### config.mk
export PLATFORM = sky130hd
export DESIGN_NAME = sn74ls161_cascade_flat
export DESIGN_NICKNAME = d
export VERILOG_FILES = /design/src/rtl/sn74ls161_cascade_if.sv /design/src/rtl/sn74ls161_cascade.sv /design/src/flat_wrapper.sv
export SDC_FILE = /design/constraint.sdc
export NUM_CORES = 1
export LEC_CHECK = 0
export ABC_CLOCK_PERIOD_IN_PS = 2000
export BUFFER_PORTS_ARGS = -buffer_cell sky130_fd_sc_hd__buf_2
export CORE_MARGIN = 2
export CORE_UTILIZATION = 30
export DETAILED_ROUTE_END_ITERATION = 7
export REMOVE_ABC_BUFFERS = 1
export SETUP_SLACK_MARGIN = 0.2
export SLEW_MARGIN = 20
export SYNTH_ARGS = -nofsm -noshare
export SYNTH_HDL_FRONTEND = slang
export SYNTH_SLANG_ARGS = --single-unit
### constraint.sdc
create_clock -name clk -period 2 [get_ports clk]
set_input_delay 0.1 -clock clk [delete_from_list [all_inputs] [get_ports clk]]
set_output_delay 0.1 -clock clk [all_outputs]
set_load 0.005 [all_outputs]
### src/rtl/sn74ls161_cascade_if.sv
// Counter control/data bundle: load, count enables and preset value in;
// registered count, per-section carries and full terminal count out.
interface sn74ls161_cascade_if #(
    parameter int STAGES = 2
);
    localparam int W = 4 * STAGES;

    logic              ldn;
    logic              enp;
    logic              ent;
    logic [W-1:0]      d;
    logic [W-1:0]      q;
    logic [STAGES-1:0] rco;
    logic              tc;

    modport master (
        output ldn,
        output enp,
        output ent,
        output d,
        input  q,
        input  rco,
        input  tc
    );

    modport slave (
        input  ldn,
        input  enp,
        input  ent,
        input  d,
        output q,
        output rco,
        output tc
    );
endinterface

### src/rtl/sn74ls161_cascade.sv
// Presettable synchronous binary counter made of cascaded 4-bit '161-style
// sections; carries qualify the next section's enable, never its clock.
module sn74ls161_cascade #(
    parameter int STAGES   = 2,
    parameter bit AUTOLOAD = 1'b0
) (
    input  logic                 clk,
    input  logic                 clr,
    sn74ls161_cascade_if.slave   bus
);
    localparam int W = 4 * STAGES;

    logic [W-1:0]      q_reg;
    logic [W-1:0]      q_next;
    logic [W-1:0]      q_inc;
    logic [STAGES-1:0] ent_sec;
    logic [STAGES-1:0] rco_w;
    logic              tc_w;

    // Each section's T enable is the ripple carry of the section below it;
    // it is flattened to "ent and every lower nibble all ones" so the carry
    // chain is not a combinational loop through a vector.
    genvar gi;
    generate
        for (gi = 0; gi < STAGES; gi++) begin : g_sec
            if (gi == 0) begin : g_first
                assign ent_sec[gi] = bus.ent;
            end else begin : g_rest
                assign ent_sec[gi] = bus.ent & (&q_reg[4*gi-1:0]);
            end

            assign rco_w[gi] = ent_sec[gi] & (q_reg[4*gi +: 4] == 4'hF);

            assign q_inc[4*gi +: 4] = (bus.enp & ent_sec[gi])
                                    ? q_reg[4*gi +: 4] + 4'd1
                                    : q_reg[4*gi +: 4];
        end
    endgenerate

    assign tc_w = rco_w[STAGES-1];

    // Load wins over autoload, which wins over counting.
    always_comb begin
        q_next = q_inc;
        if (!bus.ldn) begin
            q_next = bus.d;
        end else if (AUTOLOAD && bus.enp && tc_w) begin
            q_next = bus.d;
        end
    end

    always_ff @(posedge clk or posedge clr) begin
        if (clr) begin
            q_reg <= '0;
        end else begin
            q_reg <= q_next;
        end
    end

    assign bus.q   = q_reg;
    assign bus.rco = rco_w;
    assign bus.tc  = tc_w;
endmodule

### src/flat_wrapper.sv
// flat-port wrapper written by rule: the top's interface ports become plain ports
module sn74ls161_cascade_flat 
#(
    parameter int STAGES   = 2,
    parameter bit AUTOLOAD = 1'b0
)
  (clk, clr, bus_ldn, bus_enp, bus_ent, bus_d, bus_q, bus_rco, bus_tc);
  sn74ls161_cascade_if #(.STAGES(STAGES)) bus_i ();
  input  logic clk;
  input  logic clr;
  input wire logic [$bits(bus_i.ldn)-1:0] bus_ldn;
  input wire logic [$bits(bus_i.enp)-1:0] bus_enp;
  input wire logic [$bits(bus_i.ent)-1:0] bus_ent;
  input wire logic [$bits(bus_i.d)-1:0] bus_d;
  output wire logic [$bits(bus_i.q)-1:0] bus_q;
  output wire logic [$bits(bus_i.rco)-1:0] bus_rco;
  output wire logic [$bits(bus_i.tc)-1:0] bus_tc;
  assign bus_i.ldn = bus_ldn;
  assign bus_i.enp = bus_enp;
  assign bus_i.ent = bus_ent;
  assign bus_i.d = bus_d;
  assign bus_q = bus_i.q;
  assign bus_rco = bus_i.rco;
  assign bus_tc = bus_i.tc;
  sn74ls161_cascade #(.STAGES(STAGES), .AUTOLOAD(AUTOLOAD)) u_core (.clk(clk), .clr(clr), .bus(bus_i));
endmodule
==> out/metrics.yaml, run 1 <==
max_freq_mhz: 665
setup_slack_ns: 0.496
tns_ns: 0
routabilityCongestion: 0.705
hold_viol_final: 0
dp_hpwl_um: 783
worstPathArrival_ns: 1.68
async_flop_share_pct: 100
net-switching-power_uw: 124
clockPowerShare_pct: 29.3
antenna_found_initial: 0
worstPathMaxFanout: 9
grt_pass1_wl_mm: 1.68
seqPwrFrac_pct: 47.4
finClkSkew_ns: 0.00735
grt_max_degree: 17
cts_hold_buf: 1
netlist_area_sq_um: 472
drive_gt1_share_pct: 37.7
slew_viol_final: 0
dieArea_sq_um: 1910
htreeDepth: 1
synth_seq_area_share_pct: 42.4
cts_root_buf: "clkbuf_4"
ys.flop_type: "dfrtp_1"
synth.avg_cell_area_sq_um: 8.90
yosysWarningCount: 0
vias: 467
post_cts_resized: 0
first_pass_iters: 4
num_antenna_cells: 0
internal-power_uw: 296
p_leak_uw: 0.000291
synth_seq_cells: 8
initial_core_util_pct: 31.7
period_share_pct: 75.2
synth.distinct_cells: 20
die_y_um: 43.7
fin_crit_ns: 1.50
synth-edff-count: 0
worst_pin_slew_ns: 0.304
rows: 14
clk_pin_slew_worst_paths_ns: 0.06
io_pins: 24
setup_viol: 0
clock_latency_ns: 0.25
grt_pass1_vias: 422
ff2ff_path_depth: 4
core_area_sq_um: 1490
whs_ns: 0.0871
pwr-share-comb_pct: 23.3
track_usage_pct: 12.3
crit_path_end_kind: "flop"
drc: 0
p_per_area_nw_per_um2: 673
grtUsageMet1_pct: 13.7
nNetsFinal: 94
viasPerCell: 5.02
drtIter0Drc: 10
cts_sinks: 8
largest_register_ffs: 8
peakVddDrop_uv: 331
syn_inst: 53
postCtsSetupRepairBufs: 0
areaGrowthSynthToFinish_pct: 32.4
antenna_left: 0
hold_depth: 3
grt.busiest_layer: "met2"
cp.required_ns: 2.18
port_buffers: 23
pre_cts_ws_ns: 0.484
cts_buffers: 3
met2_usage_pct: 20.0
worst_setup_path_start_kind: "flop"
maxCapViolCount: 0
hold_class: "in2reg"
routed_wl_um: 997
dieWidth_um: 43.7
final_common_cell: "buf_2"
p_sw_share_pct: 29.5
final_cell_mix: "buf_2, nor2_1, dfrtp_1"
cts_buffer_depth: 2
rsz0062_at_grt: "false"
use_met3_pct: 6.67
critPathKind: "reg2reg"
outcome: "complete, no violations"
slew-limit-headroom_pct: 79.7
routedWlPerCell_um: 10.7
tritoncts: "yes"
grt_overflow: 0
==> power by group through the flow <==
stage	sequential (uW)	combinational [uW]	clock, uW
floorplan	202	51.3	0
global route	203	113	144
detailed placement	203	98.9	0
finish	199	98.0	123
global placement	202	97.1	0
CTS	200	101	130
==> metal layers <==
layer / vias to the layer above / part of all wire, %
li1: 244 / -
met1: 211 / 42
met2: 12 / 51
met3: 0 / 6.8
met4: 0 / 0
met5: - / 0
==> kinds of logic after synthesis <==
logic type                 synth area share (%)
DFF                                        42.4
buffers and inverters                      3.98
and+or+nand+nor                            25.5
AOI/OAI and AO/OA                          17.0
xor gates and xnor gates                   3.71
adders and majority gates                  5.30
muxes                                      2.12
==> cell usage after synthesis (2+ instances only) <==
library cell / n / share of area, %
nor2_1: 9 / 7.2
dfrtp_1: 8 / 42
a21oi_1: 4 / 4.2
a31oi_1: 4 / 5.3
nand3_1: 4 / 4.2
o21ai_0: 4 / 4.2
nand2_1: 3 / 2.4
clkbuf_1: 2 / 1.6
ha_1: 2 / 5.3
or3_2: 2 / 3.2
xor2_1: 2 / 3.7
==> layout make-up <==
cell class                      count  area, sq um
Fill cell                         152          865
Multi-Input combinational cell     41          253
Sequential cell                     8          200
Timing Repair Buffer               24          125
Clock buffer                        3         22.5
Tap cell                           16         20.0
Inverter                            1         3.75
==> worst max-delay path, stage by stage, from the launching register on <==
cell,delay [ns]
dfrtp_1,0.39
ha_1,0.23
nand3_4,0.13
or4_1,0.51
a31oi_1,0.17
==> metrics by stage <==
stage / cell area (sq um) / power [uW] / util (%) / cells
after global routing: 624 / 460 / 41.9 / 93
after global placement: 592 / 299 / 39.7 / 89
after CTS: 624 / 430 / 41.9 / 93
after detailed placement: 592 / 302 / 39.7 / 89
after floorplan: 457 / 253 / - / 50
final: 624 / 420 / 41.9 / 93
==> path summary, 6_finish.rpt <==
check | start | endpoint | slack (ns)
worst max register to register | u_core.bus.q[0] | u_core.bus.q[7] | 0.50
max in group asynchronous | clr | u_core.bus.q[0] | 1.43
min in group asynchronous | clr | u_core.bus.q[1] | 0.34
worst min register to register | u_core.bus.q[7] | u_core.bus.q[7] | 0.59
worst min-delay path | bus_d[1] | u_core.bus.q[1] | 0.09
worst max-delay path | u_core.bus.q[0] | u_core.bus.q[7] | 0.50
(Power assumes the default switching activity.)
==> run 2, diff against run 1 <==
Settings changed: ABC_AREA set to 1, ABC_CLOCK_PERIOD_IN_PS 2000 to 1300.
Clock period 2 ns to 1.3 ns, I/O delays scaled along.
==> out/metrics.yaml, run 2 <==
synth_mux_area_share_pct: 0  # -2.1 points
grt_max_degree: 14  # -3
p_leak_uw: 0.000429  # +47%
peakVddDrop_uv: 452  # +37%
antenna_found_initial: 0  # unchanged
setup_slack_ns: -0.0374  # -0.533 ns
whs_ns: 0.0471  # -0.0400 ns
clock_latency_ns: 0.25  # about the same
synth.avg_cell_area_sq_um: 7.56  # -15%
cts_buffer_depth: 2  # unchanged
fin_crit_ns: 1.34
post_dp_cell_area_sq_um: 677  # +14%
yosysWarningCount: 0  # unchanged
synth_compound_area_share_pct: 7.23  # -9.8 points
num_antenna_cells: 0  # unchanged
die_y_um: 46.3  # +6.1%
hold_viol_final: 0  # unchanged
critPathMaxStageDelay_ns: 0.39  # -0.12 ns
path_cells: "ha_4 -> nand2_4 -> nor4_4 -> buf_2"
drive_gt1_share_pct: 42.7  # +5.1 points
yosysTopAreaCell: "dfrtp_1"
nNetsFinal: 120  # +28%
worstReg2RegStart: "u_core.bus.q[1]"
rsz0062_at_grt: "true"
synth_area_leaders: "dfrtp_1, nand2_1, nand3_1"
yosys.cell_count.top_type: "nand2_1"
synth-simple-area-share_pct: 41.0  # +16 points
r2r_setup_slack_ns: 0.05  # -0.45 ns
synthXorXnorAreaFrac_pct: 1.63  # -2.1 points
rows: 15  # +1
finClkSkew_ns: 0.00602  # -0.00133 ns
design_area_sq_um: 803  # +29%
crit_slowest_cell: "dfrtp_1"
synth_seq_area_share_pct: 37.3  # -5.1 points
io_pins: 24  # unchanged
startpoint: "u_core.bus.q[1]"
grt_pass1_vias: 492  # +17%
cts_root_buf: "clkbuf_4"
routedWlPerCell_um: 10.2  # -5.2%
initial_core_util_pct: 31.4  # -0.25 points
final_cell_mix: "nand2_1, buf_2, nand3_1"
hold_class: "in2reg"
hold_depth: 3  # unchanged
dp_hpwl_um: 961  # +23%
vias: 564  # +21%
track_usage_pct: 13.9  # +1.7 points
viasPerCell: 4.41  # -12%
synth_top_area_share_pct: 37.3  # -5.1 points
slew_viol_final: 0  # unchanged
final_common_cell: "nand2_1"
maxCapViolCount: 0  # unchanged
async_flop_share_pct: 100  # unchanged
cp.required_ns: 1.24  # -0.94 ns
tns_ns: -0.0966  # -0.0966 ns
dieWidth_um: 46.3  # +6.1%
synth_top_family_by_area: "simple AND/OR/NAND/NOR gates"
syn_inst: 71  # +34%
routed_wl_mm: 1.30  # +30%
ff2ff_path_depth: 8  # +4
synth.distinct_cells: 21  # +5.0%
core_area_sq_um: 1710  # +15%
first_pass_iters: 4  # unchanged
cts_sinks: 8  # unchanged
tritoncts: "yes"
critPathKind: "reg2out"
antenna_left: 0  # unchanged
largest_register_ffs: 8  # unchanged
netlist_area_sq_um: 537  # +14%
worst_pin_slew_ns: 0.340  # +0.0361 ns
worstPathMaxFanout: 3  # -6
crit_path_end_kind: "primary output"
synth-edff-count: 0  # unchanged
slew-limit-headroom_pct: 77.3  # -2.4 points
grt_pass1_wl_mm: 2.11  # +26%
clk_pin_slew_worst_paths_ns: 0.06  # about the same
grt_overflow: 0  # unchanged
period_share_pct: 103
p_per_area_nw_per_um2: 994  # +48%
worst_setup_path_start_kind: "flop"
port_buffers: 23  # unchanged
pre_cts_ws_ns: 0.103  # -0.381 ns
hold_end: "u_core.bus.q[0]"
synth_common_cells: "nand2_1, nand3_1, dfrtp_1"
outcome: "finished, violations left"
cp_num_buf_inv: 1  # +1
path_delay_family: "flip-flops"
r2r-end: "u_core.bus.q[6]"
synth_seq_cells: 8  # unchanged
violations: "negative setup slack"
drc: 0  # unchanged
routabilityCongestion: 0.754  # +7.0%
dieArea_sq_um: 2140  # +13%
synth-adder-area-share_pct: 4.66  # -0.64 points
min_from: "bus_d[0]"
worstPathArrival_ns: 1.27  # -0.41 ns
setup_viol: 3  # +3
htreeDepth: 1  # unchanged
ys.flop_type: "dfrtp_1"
max_freq_mhz: 748
areaGrowthSynthToFinish_pct: 49.7
cts_buffers: 3  # unchanged
drtIter0Drc: 7  # -3
## run 2: cell count changes in the layout (fill, tap and decap cells not counted), moves of 4 or more
cell     change
inv_1        +5
a21oi_1      -4
nand3_1      +5
buf_4        +5
nor2_1       -5
nand2_1     +20
## run 2: logic make-up (layout without fill, tap and decap cells)
logic type,count (synthesis),after routing
DFF,8,8
xor gates and xnor gates,1,1
AOI/OAI and AO/OA,6,6
adders and majority gates,2,2
buffers and inverters,8,40
and+or+nand+nor,46,46
## run 2: what timing repair did
action,in CTS,in global routing
buffers inserted,2,3
hold endpoints to repair,8,0
resized for setup,8,4
hold buffers,1,0
pin swaps,4,4
setup endpoints to repair,7,7
## run 2: area by class of cell
type,instances,area (sq um)
clock buffers,3,22.5
fillers,183,905
inverters,6,22.5
multi-input cells,55,335
flip-flops and latches,8,200
well taps,25,31.3
repair buffers,31,191
## run 2: worst max-delay path by stage
stage / slack [ns] / cells after the start / to
detailed placement: 0.10 / 4 / bus_rco[1]
global placement: 0.10 / 7 / u_core.bus.q[6]
CTS: -0.05 / 4 / bus_rco[1]
finish: -0.04 / 4 / bus_rco[1]
global route: -0.12 / 4 / bus_tc
floorplan: 0.12 / 3 / bus_rco[1]
## run 2: metal layers
| metal | vias up | routed length (um) | share of wire, % | track usage, % |
|---|---|---|---|---|
| met4 | 0 | 25 | 1.9 | 9.71 |
| met5 | - | 0 | 0 | 0 |
| met1 | 248 | 591 | 45 | 17.1 |
| met3 | 2 | 53 | 4.1 | 1.57 |
| li1 | 299 | - | - | - |
| met2 | 15 | 631 | 49 | 22.2 |
## run 2: report_power, final
group | switching [uW] | total [uW] | leakage (uW) | internal, uW
registers | 37.8 | 322 | 0.0000961 | 284
clock network | 83.3 | 189 | 0.0000138 | 106
logic | 137 | 288 | 0.000319 | 151
total | 258 | 798 | 0.000429 | 541
## run 2: worst min-delay path: stages
cell      delay [ns]
buf_2           0.07
nand2_1         0.04
o211ai_1        0.08
## run 2: stage by stage
stage          cells  power [uW]  util (%)
2_1_floorplan     69         438         -
3_3_place_gp     119         533      39.6
3_5_place_dp     119         535      39.6
4_1_cts          125         769      44.4
5_1_grt          128         865      47.0
6_report         128         798      47.0
==> run 3, diff against run 2 <==
==> constraint.sdc (replaced) <==
create_clock -name clk -period 1.3 [get_ports clk]
set_input_delay 0.195 -clock clk [delete_from_list [all_inputs] [get_ports clk]]
set_output_delay 0.195 -clock clk [all_outputs]
set_load 0.005 [all_outputs]
==> out/metrics.yaml, run 3 (synthesis gave the netlist of run 2 again) <==
hold_depth: 3  # unchanged
grt_max_degree: 14  # unchanged
hold_end: "u_core.bus.q[0]"
min_from: "bus_d[0]"
fin_crit_ns: 1.47  # +0.131 ns
routabilityCongestion: 0.772  # +2.4%
routedWlPerCell_um: 10.8  # +6.0%
rsz0062_at_grt: "true"
slew-limit-headroom_pct: 79.1  # +1.8 points
p_per_area_nw_per_um2: 990  # -0.40%
dieWidth_um: 46.3  # unchanged
cts_buffer_depth: 2  # unchanged
p_sw_share_pct: 32.5  # +0.17 points
hold_viol_final: 0  # unchanged
ff2ff_path_depth: 9  # +1
net-switching-power_uw: 273  # +5.7%
whs_ns: 0.188  # +0.141 ns
grtUsageMet1_pct: 17.3  # +0.16 points
dp_hpwl_mm: 1.01  # +5.3%
met2_usage_pct: 22.2  # unchanged
track_usage_pct: 14.0  # +0.045 points
worstReg2RegStart: "u_core.bus.q[0]"
nNetsFinal: 122  # +1.7%
clockPowerShare_pct: 22.8  # -0.9 points
initial_core_util_pct: 31.4  # unchanged
maxCapViolCount: 0  # unchanged
io_pins: 24  # unchanged
tritoncts: "yes"
rows: 15  # unchanged
grt.busiest_layer: "met2"
num-fill-cells: 172  # -6.0%
clk_pin_slew_worst_paths_ns: 0.06  # about the same
core_area_sq_um: 1710  # unchanged
seqPwrFrac_pct: 38.5  # -1.8 points
slew_viol_final: 0  # unchanged
grt_overflow: 0  # unchanged
vias: 591  # +4.8%
grt_pass1_vias: 525  # +6.7%
viasPerCell: 4.55  # +3.2%
post_dp_cell_area_sq_um: 692  # +2.2%
cts_sinks: 8  # unchanged
drive_gt1_share_pct: 44.8  # +2.0 points
worstPathArrival_ns: 1.27  # about the same
worst_pin_slew_ns: 0.313  # -0.0268 ns
drc: 0  # unchanged
max_freq_mhz: 681  # -8.9%
worstPathMaxFanout: 3  # unchanged
routed_wl_mm: 1.40  # +7.6%
cts_root_buf: "clkbuf_4"
die_y_um: 46.3  # unchanged
final_common_cell: "nand2_1"
cts_buffers: 3  # unchanged
pre_cts_ws_ns: -0.00250  # -0.106 ns
drtIter0Drc: 9  # +2
r2r_setup_slack_ns: -0.01  # -0.06 ns
violations: "negative setup slack"
r2r-end: "u_core.bus.q[6]"
hold_class: "in2reg"
critPathKind: "reg2out"
pwr-share-comb_pct: 38.7  # +2.7 points
antenna_found_initial: 0  # unchanged
htreeDepth: 1  # unchanged
internal-power_uw: 567  # +4.9%
worst_setup_path_start_kind: "flop"
use_met3_pct: 1.57  # unchanged
peakVddDrop_uv: 480  # +6.2%
port_buffers: 23  # unchanged
cp.required_ns: 1.11  # -0.13 ns
clock_latency_ns: 0.25  # about the same
outcome: "finished, violations left"
largest_register_ffs: 8  # unchanged
final_cell_mix: "nand2_1, buf_2, nand3_1, buf_6, dfrtp_1"
grt_pass1_wl_mm: 2.15  # +1.6%
finClkSkew_ns: 0.00381  # -0.00221 ns
setup_viol: 5  # +2
design_area_sq_um: 848  # +5.6%
num_antenna_cells: 0  # unchanged
setup_slack_ns: -0.168  # -0.131 ns
antenna_left: 0  # unchanged
dieArea_sq_um: 2140  # unchanged
p_leak_uw: 0.000448  # +4.5%
period_share_pct: 113  # +10 points
final_util_pct: 49.7  # +2.6 points
first_pass_iters: 4  # unchanged
crit_path_end_kind: "primary output"
areaGrowthSynthToFinish_pct: 58.0
## run 3: changes by cell type in the layout (fill, tap and decap cells not counted)
cell	previous run	this run
nand2_1	23	22
buf_6	3	9
buf_4	5	3
nand2_2	2	3
buf_2	22	20
## run 3: through the flow
| stage | setup TNS, ns | instances | power (uW) |
|---|---|---|---|
| after CTS | -0.391 | 127 | 801 |
| after floorplan | -0.0223 | 69 | 438 |
| after global placement | 0 | 121 | 548 |
| final | -0.495 | 130 | 840 |
| after detailed placement | -0.00399 | 121 | 553 |
| after global routing | -1.02 | 130 | 894 |
## run 3: how the worst max path moves through the flow
| stage | startpoint | endpoint | slack (ns) |
|---|---|---|---|
| 2_1_floorplan | u_core.bus.q[0] | bus_rco[1] | -0.01 |
| 6_report | u_core.bus.q[0] | bus_tc | -0.17 |
| 3_5_place_dp | u_core.bus.q[0] | bus_rco[1] | -0.003 |
| 3_3_place_gp | u_core.bus.q[0] | bus_rco[1] | 0.03 |
| 4_1_cts | u_core.bus.q[4] | bus_rco[1] | -0.20 |
| 5_1_grt | u_core.bus.q[0] | bus_rco[1] | -0.25 |
## run 3: area by class of cell
type                       count  area [sq um]  area share (%)
clock buffer                   3          22.5            2.65
inverter                       6          22.5            2.65
multi-input combinational     55           338            39.8
sequential                     8           200            23.6
tap                           25          31.3            3.69
timing repair buffer          33           234            27.6
## run 3: critical path: stages, from the launching register on
cell,delay (ns)
dfrtp_1,0.40
ha_4,0.16
nand2_4,0.06
nor4_4,0.25
buf_2,0.15
## run 3: timing repair
action	in CTS	in global routing
pin swaps	7	3
hold buffers	1	0
endpoints found under the setup margin	9	12
resized for setup	14	5
setup buffers	2	3
endpoints found under the hold margin	8	0
## run 3: layer usage
layer  wire (um)  vias up
li1            -      303
met1         638      268
met2         693       16
met3          43        4
met5           0        -
met4          25        0
## run 3: power groups by stage
stage	combinational [uW]	clock (uW)	sequential, uW
floorplan	110	0	328
global placement	232	0	317
detailed placement	233	0	320
CTS	280	197	323
global route	359	206	329
finish	325	192	324
